### config.mk
export PLATFORM = sky130hd
export DESIGN_NAME = rf_sequencer
export DESIGN_NICKNAME = d
export VERILOG_FILES = /design/src/rtl/rf_sequencer.sv
export SDC_FILE = /design/constraint.sdc
export NUM_CORES = 1
export LEC_CHECK = 0
export BUFFER_PORTS_ARGS = -buffer_cell sky130_fd_sc_hd__buf_2
export CAP_MARGIN = 20
export CORE_MARGIN = 1
export CORE_UTILIZATION = 50
export CTS_BUF_LIST = sky130_fd_sc_hd__clkbuf_4
export CTS_CLUSTER_SIZE = 14
export DETAILED_ROUTE_END_ITERATION = 8
export PLACE_DENSITY = 0.76
export SLEW_MARGIN = 10
export SYNTH_ARGS = -nofsm -noshare
export SYNTH_HDL_FRONTEND = slang
export SYNTH_SLANG_ARGS = --single-unit
### constraint.sdc
create_clock -name clk -period 3.3 [get_ports clk]
set_input_delay 0.165 -clock clk [delete_from_list [all_inputs] [get_ports clk]]
set_output_delay 0.165 -clock clk [all_outputs]
set_load 0.01 [all_outputs]
### src/rtl/rf_sequencer.sv
// Multicycle control stage in front of an 8x16 single-port register file.
// Sequences mv/mvi/add/sub/and through the file with datapath regs A and G.
module rf_sequencer #(
  parameter int DATA_W = 16,
  parameter int ADDR_W = 3
) (
  input  logic                    clk,
  input  logic                    reset_n,
  input  logic                    run,
  input  logic [2+2*ADDR_W:0]     instr,
  input  logic [DATA_W-1:0]       din,
  input  logic [DATA_W-1:0]       rf_data_out,
  output logic [ADDR_W-1:0]       rf_addr,
  output logic                    rf_rd_wr,
  output logic [DATA_W-1:0]       rf_data_in,
  output logic                    busy,
  output logic                    done,
  output logic                    zero,
  output logic                    illegal
);

  typedef enum logic [2:0] {
    IDLE, T1, T2, T3, FIN
  } state_t;

  localparam logic [2:0] OP_MV  = 3'd0;
  localparam logic [2:0] OP_MVI = 3'd1;
  localparam logic [2:0] OP_ADD = 3'd2;
  localparam logic [2:0] OP_SUB = 3'd3;
  localparam logic [2:0] OP_AND = 3'd4;

  state_t state, state_nxt;

  logic [2+2*ADDR_W:0] ir;
  logic [DATA_W-1:0]   a_q;
  logic [DATA_W-1:0]   g_q;
  logic                zero_q;

  logic [2:0]          op;
  logic [ADDR_W-1:0]   rx;
  logic [ADDR_W-1:0]   ry;
  logic                is_mv;
  logic                is_mvi;
  logic                is_alu;
  logic                is_rsv;

  logic                ld_a;
  logic                ld_g_rf;
  logic                ld_alu;
  logic [DATA_W-1:0]   alu_res;

  assign op = ir[2+2*ADDR_W -: 3];
  assign rx = ir[2*ADDR_W-1 -: ADDR_W];
  assign ry = ir[ADDR_W-1:0];

  assign is_mv  = (op == OP_MV);
  assign is_mvi = (op == OP_MVI);
  assign is_alu = (op == OP_ADD) || (op == OP_SUB) ||
                  (op == OP_AND);
  assign is_rsv = !(is_mv || is_mvi || is_alu);

  always_comb begin
    alu_res = '0;
    unique case (1'b1)
      (op == OP_ADD): alu_res = a_q + rf_data_out;
      (op == OP_SUB): alu_res = a_q - rf_data_out;
      (op == OP_AND): alu_res = a_q & rf_data_out;
      default:        alu_res = '0;
    endcase
  end

  // Address and write strobe are pure state decode, so an
  // asynchronous reset drops any write that is in flight.
  always_comb begin
    state_nxt = state;
    rf_addr   = '0;
    rf_rd_wr  = 1'b0;
    ld_a      = 1'b0;
    ld_g_rf   = 1'b0;
    ld_alu    = 1'b0;
    unique case (state)
      IDLE: begin
        if (run) state_nxt = T1;
      end
      T1: begin
        unique case (1'b1)
          is_mv: begin
            rf_addr   = ry;
            ld_g_rf   = 1'b1;
            state_nxt = T2;
          end
          is_mvi: begin
            rf_addr   = rx;
            rf_rd_wr  = 1'b1;
            state_nxt = FIN;
          end
          is_alu: begin
            rf_addr   = rx;
            ld_a      = 1'b1;
            state_nxt = T2;
          end
          default: state_nxt = FIN;
        endcase
      end
      T2: begin
        if (is_mv) begin
          rf_addr   = rx;
          rf_rd_wr  = 1'b1;
          state_nxt = FIN;
        end else begin
          rf_addr   = ry;
          ld_alu    = 1'b1;
          state_nxt = T3;
        end
      end
      T3: begin
        rf_addr   = rx;
        rf_rd_wr  = 1'b1;
        state_nxt = FIN;
      end
      FIN:     state_nxt = IDLE;
      default: state_nxt = IDLE;
    endcase
  end

  always_ff @(posedge clk or negedge reset_n) begin
    if (!reset_n) begin
      state  <= IDLE;
      ir     <= '0;
      a_q    <= '0;
      g_q    <= '0;
      zero_q <= 1'b0;
    end else begin
      state <= state_nxt;
      if (state == IDLE && run) begin
        ir  <= instr;
        g_q <= din;
      end
      if (ld_a)    a_q <= rf_data_out;
      if (ld_g_rf) g_q <= rf_data_out;
      if (ld_alu) begin
        g_q    <= alu_res;
        zero_q <= (alu_res == '0);
      end
    end
  end

  assign rf_data_in = g_q;
  assign busy       = (state != IDLE);
  assign done       = (state == FIN);
  assign illegal    = (state == FIN) && is_rsv;
  assign zero       = zero_q;

endmodule

==> report_table.html <==
<table>
<tr><th>Metric</th><th>Value</th></tr>
<tr><th colspan="2">Global routing</th></tr>
<tr><td>Number of antenna violations at the first check in global routing</td><td>0</td></tr>
<tr><td>GRT Total Usage</td><td>0.267</td></tr>
<tr><td>Maximum number of pins on one net before global-route repair</td><td>46</td></tr>
<tr><td>First-pass GRT wire length</td><td>15.2 mm</td></tr>
<tr><td>Via count of the first global-routing pass</td><td>3205</td></tr>
<tr><td>Total gr overflow</td><td>0</td></tr>
<tr><th colspan="2">Timing</th></tr>
<tr><td>Final max-slew violation count</td><td>0</td></tr>
<tr><td>Setup TNS Final</td><td>0 ns</td></tr>
<tr><td>Setup repair after global routing missed its margin</td><td>false</td></tr>
<tr><td>Final hold viol count</td><td>0</td></tr>
<tr><td>Layout Skew</td><td>0.0153 ns</td></tr>
<tr><td>Clock period minus worst slack</td><td>3.05 ns</td></tr>
<tr><td>Worst slew pin tran</td><td>1.07 ns</td></tr>
<tr><td>Fmax</td><td>0.328 GHz</td></tr>
<tr><td>Headroom to the max-slew limit</td><td>0.281</td></tr>
<tr><td>Period Utilization, post-route</td><td>0.923</td></tr>
<tr><td>Count of final setup violators</td><td>0</td></tr>
<tr><th colspan="2">Synth</th></tr>
<tr><td>Syn. warnings</td><td>0</td></tr>
<tr><td>Post-synthesis sequential element count</td><td>45</td></tr>
<tr><td>Number of enable-type register cells in the synthesized netlist</td><td>0</td></tr>
<tr><td>Gate count of the mapped netlist</td><td>410</td></tr>
<tr><td>Netlist cell types</td><td>60</td></tr>
<tr><td>Register area share after synthesis</td><td>0.330</td></tr>
<tr><td>Net Count, Synth</td><td>472</td></tr>
<tr><td>Fraction of registers with async set or reset after synthesis</td><td>1.00</td></tr>
<tr><td>Dominant register cell in the synthesized netlist</td><td>dfrtp_1</td></tr>
<tr><td>Mean instance size in the synthesized netlist</td><td>8.33 um^2</td></tr>
<tr><td>Summed instance area of the synthesized netlist</td><td>3420 um^2</td></tr>
<tr><th colspan="2">Worst setup path</th></tr>
<tr><td>Worst R2R Setup Slack</td><td>0.25 ns</td></tr>
<tr><td>Largest fanout on the critical path</td><td>6</td></tr>
<tr><td>Startpoint of the worst register-to-register path</td><td>ir[7]</td></tr>
<tr><td>Register-to-Register Path Depth</td><td>15</td></tr>
<tr><td>Type of origin of the critical path</td><td>flip-flop</td></tr>
<tr><td>Critical Path AT</td><td>3.38 ns</td></tr>
<tr><td>Setup crit end kind</td><td>flip-flop</td></tr>
<tr><td>Setup Crit Path Kind</td><td>reg -&gt; reg</td></tr>
<tr><td>Required time of the critical path</td><td>3.63 ns</td></tr>
<tr><td>Endpoint of the most critical register-to-register path</td><td>zero</td></tr>
<tr><th colspan="2">Floorplanning</th></tr>
<tr><td>Die Wd</td><td>84.7 um</td></tr>
<tr><td>Starting density of the core</td><td>0.529</td></tr>
<tr><td>Area enclosed by the die boundary</td><td>7170 um^2</td></tr>
<tr><td>Core region area</td><td>6460 um^2</td></tr>
<tr><td>Die height</td><td>84.7 um</td></tr>
<tr><td>Total number of placement rows</td><td>29</td></tr>
<tr><td>I/O pin total</td><td>68</td></tr>
<tr><th colspan="2">Routing</th></tr>
<tr><td>Per-cell via count in the routed design</td><td>5.89</td></tr>
<tr><td>Routed wire length per instance</td><td>16.5 um</td></tr>
<tr><td>Detailed-route via count</td><td>3314</td></tr>
<tr><td>Number of nets with antenna violations after detailed routing</td><td>0</td></tr>
<tr><td>Drt drc</td><td>3</td></tr>
<tr><td>DRT Wirelength</td><td>9.27 mm</td></tr>
<tr><td>1st-iter DRT viols</td><td>233</td></tr>
<tr><td>Number of detailed-routing iterations run before antenna repair</td><td>6</td></tr>
<tr><th colspan="2">Clocking</th></tr>
<tr><td>Clock sink total</td><td>45</td></tr>
<tr><td>Clk slew on worst S/H paths</td><td>0.16 ns</td></tr>
<tr><td>CTS H-Tree Depth</td><td>2</td></tr>
<tr><td>Number of buffers created by CTS</td><td>5</td></tr>
<tr><td>TritonCTS clock tree</td><td>yes</td></tr>
<tr><td>Clock root buffer</td><td>clkbuf_4</td></tr>
<tr><td>Longest Clk Path Bufs</td><td>2</td></tr>
<tr><td>Clk Latency, worst-skew pair</td><td>0.38 ns</td></tr>
<tr><td>Setup repair bufs after CTS</td><td>0</td></tr>
<tr><th colspan="2">Layout</th></tr>
<tr><td>Finished layout cell area</td><td>4040 um^2</td></tr>
<tr><td>Area growth from synthesis to layout</td><td>18.3%</td></tr>
<tr><td>Area used by multi-input combinational logic</td><td>2160 um^2</td></tr>
<tr><td>N_diodes</td><td>0</td></tr>
<tr><td>Total of fill cells in the finished design</td><td>598</td></tr>
<tr><td>Sequential standard cell area</td><td>1130 um^2</td></tr>
<tr><td>Net total in the final layout</td><td>547</td></tr>
<tr><td>Layout cells sized above 1</td><td>0.245</td></tr>
<tr><td>Core utilization of the finished layout</td><td>0.626</td></tr>
<tr><th colspan="2">Min path</th></tr>
<tr><td>Source of the worst hold timing path</td><td>rf_data_out[9]</td></tr>
<tr><td>Sink of the worst hold path</td><td>a_q[9]</td></tr>
<tr><td>Number of cells on the worst hold path</td><td>2</td></tr>
<tr><td>Path type of the worst min-delay path</td><td>in -&gt; reg</td></tr>
<tr><th colspan="2">Status</th></tr>
<tr><td>Run status</td><td>complete, but fails checks</td></tr>
<tr><td>Violated checks</td><td>design-rule violations</td></tr>
<tr><th colspan="2">Place</th></tr>
<tr><td>Hpwl dp</td><td>6.73 mm</td></tr>
<tr><td>DP Area</td><td>3830 um^2</td></tr>
<tr><td>Final weighted congestion in routability-driven placement</td><td>0.995</td></tr>
<tr><td>Input/output buffers</td><td>67</td></tr>
<tr><th colspan="2">Power</th></tr>
<tr><td>Leakage</td><td>1.95 nW</td></tr>
<tr><td>Peak VDD IR</td><td>0.000436 V</td></tr>
<tr><td>Total design power</td><td>0.00409 W</td></tr>
<tr><td>Total power per unit cell area</td><td>1010 nW/um^2</td></tr>
<tr><th colspan="2">Flow run</th></tr>
<tr><td>Max capacitance violation total</td><td>0</td></tr>
</table>
[synth_stat cells, types with 4 or more instances]
master	instances	area share
a211oi_1	4	0.0088
a21o_1	5	0.011
a21oi_1	25	0.037
a32oi_1	5	0.013
and2_1	7	0.013
buf_2	5	0.0073
clkbuf_1	14	0.015
dfrtp_1	45	0.33
ha_1	17	0.062
inv_1	11	0.012
mux2_2	15	0.049
mux2i_1	5	0.015
nand2_1	71	0.078
nand2b_1	5	0.0092
nand3_1	12	0.018
nor2_1	35	0.038
nor3_1	6	0.0088
o21a_1	4	0.0088
o21ai_0	22	0.032
o21ai_1	7	0.010
o31ai_1	6	0.013
xnor2_1	10	0.026
xor2_1	13	0.033
[worst max-delay path: stages, from the launching register on]
cell	delay, ns
dfrtp_1	0.37
inv_1	0.07
nor2_4	0.16
nand2_2	0.13
nand2_1	0.09
o21ai_1	0.09
fa_1	0.43
nand2b_1	0.21
a21boi_1	0.24
o21a_1	0.17
o21a_1	0.12
o31ai_1	0.07
buf_4	0.17
nor4_2	0.24
and4_1	0.25
a41o_1	0.18
[through the flow]
| step | setup WS (ns) | std cells | hold slack, ns |
|---|---|---|---|
| after CTS | 0.0133 | 562 | 0.0871 |
| after global routing | 0.0368 | 563 | 0.0822 |
| after floorplan | 0.0641 | 410 | -0.131 |
| after detailed placement | 0.0385 | 544 | 0.362 |
| final | 0.255 | 563 | 0.0964 |
| after global placement | 0.0992 | 544 | 0.357 |
[worst max path at each step]
stage,end,cells after the start,startpoint
finish,zero,15,ir[7]
global placement,zero,15,rf_data_out[6]
global route,zero,14,ir[7]
detailed placement,zero,14,rf_data_out[6]
floorplan,zero,15,ir[8]
CTS,rf_data_in[14],15,ir[7]
[routing by layer]
metal,up-vias,GRT usage,routed length [um]
li1,1611,-,-
met1,1563,0.351,4110
met2,127,0.449,4410
met3,13,0.0521,633
met4,0,0.0724,114
met5,-,0,0
[cell usage in the layout (no fill, tap or decap), drive strengths merged, types with 6 or more instances in the layout]
| cell type | n |
|---|---|
| a21oi | 26 |
| and2 | 7 |
| buf | 80 |
| dfrtp | 45 |
| dlygate4sd3 | 10 |
| ha | 17 |
| inv | 12 |
| mux2 | 15 |
| nand2 | 71 |
| nand3 | 12 |
| nor2 | 36 |
| nor3 | 9 |
| o21ai | 29 |
| o31ai | 6 |
| xnor2 | 10 |
| xor2 | 13 |
[power breakdown]
part	total, W	internal (W)	switching (W)
Combinational	0.00275	0.00119	0.00156
Sequential	0.00104	0.000823	0.000215
Clock	0.000295	0.0000854	0.000210
[logic make-up (layout without fill, tap and decap cells)]
| kind of cell | count (synthesis) | in the layout | synth area share |
|---|---|---|---|
| xor+xnor | 23 | 23 | 0.0590 |
| simple gates | 158 | 158 | 0.216 |
| fa+ha+maj | 18 | 18 | 0.0681 |
| mux | 20 | 20 | 0.0641 |
| buf+inv | 34 | 110 | 0.0451 |
| flops | 45 | 45 | 0.330 |
| compound gates | 112 | 112 | 0.218 |
[registers in the layout, summed over array words and instances (netlist names)]
signal and count:
a_q 16, ir 9, state 3, zero 1
rf_data_in 16
[layout make-up]
| cell class | count | area share |
|---|---|---|
| multi-input combinational | 331 | 0.535 |
| clock buffer | 5 | 0.00929 |
| timing repair buffer | 90 | 0.135 |
| sequential | 45 | 0.279 |
| tap | 77 | 0.0238 |
| clock inverter | 3 | 0.00526 |
| inverter | 12 | 0.0124 |
[timing repair]
item,CTS,global route
setup endpoints to repair,0,5
hold buffers,10,0
gates resized for setup,0,10
hold endpoints to repair,54,0
No activity file was read; power rests on OpenSTA's default activity.
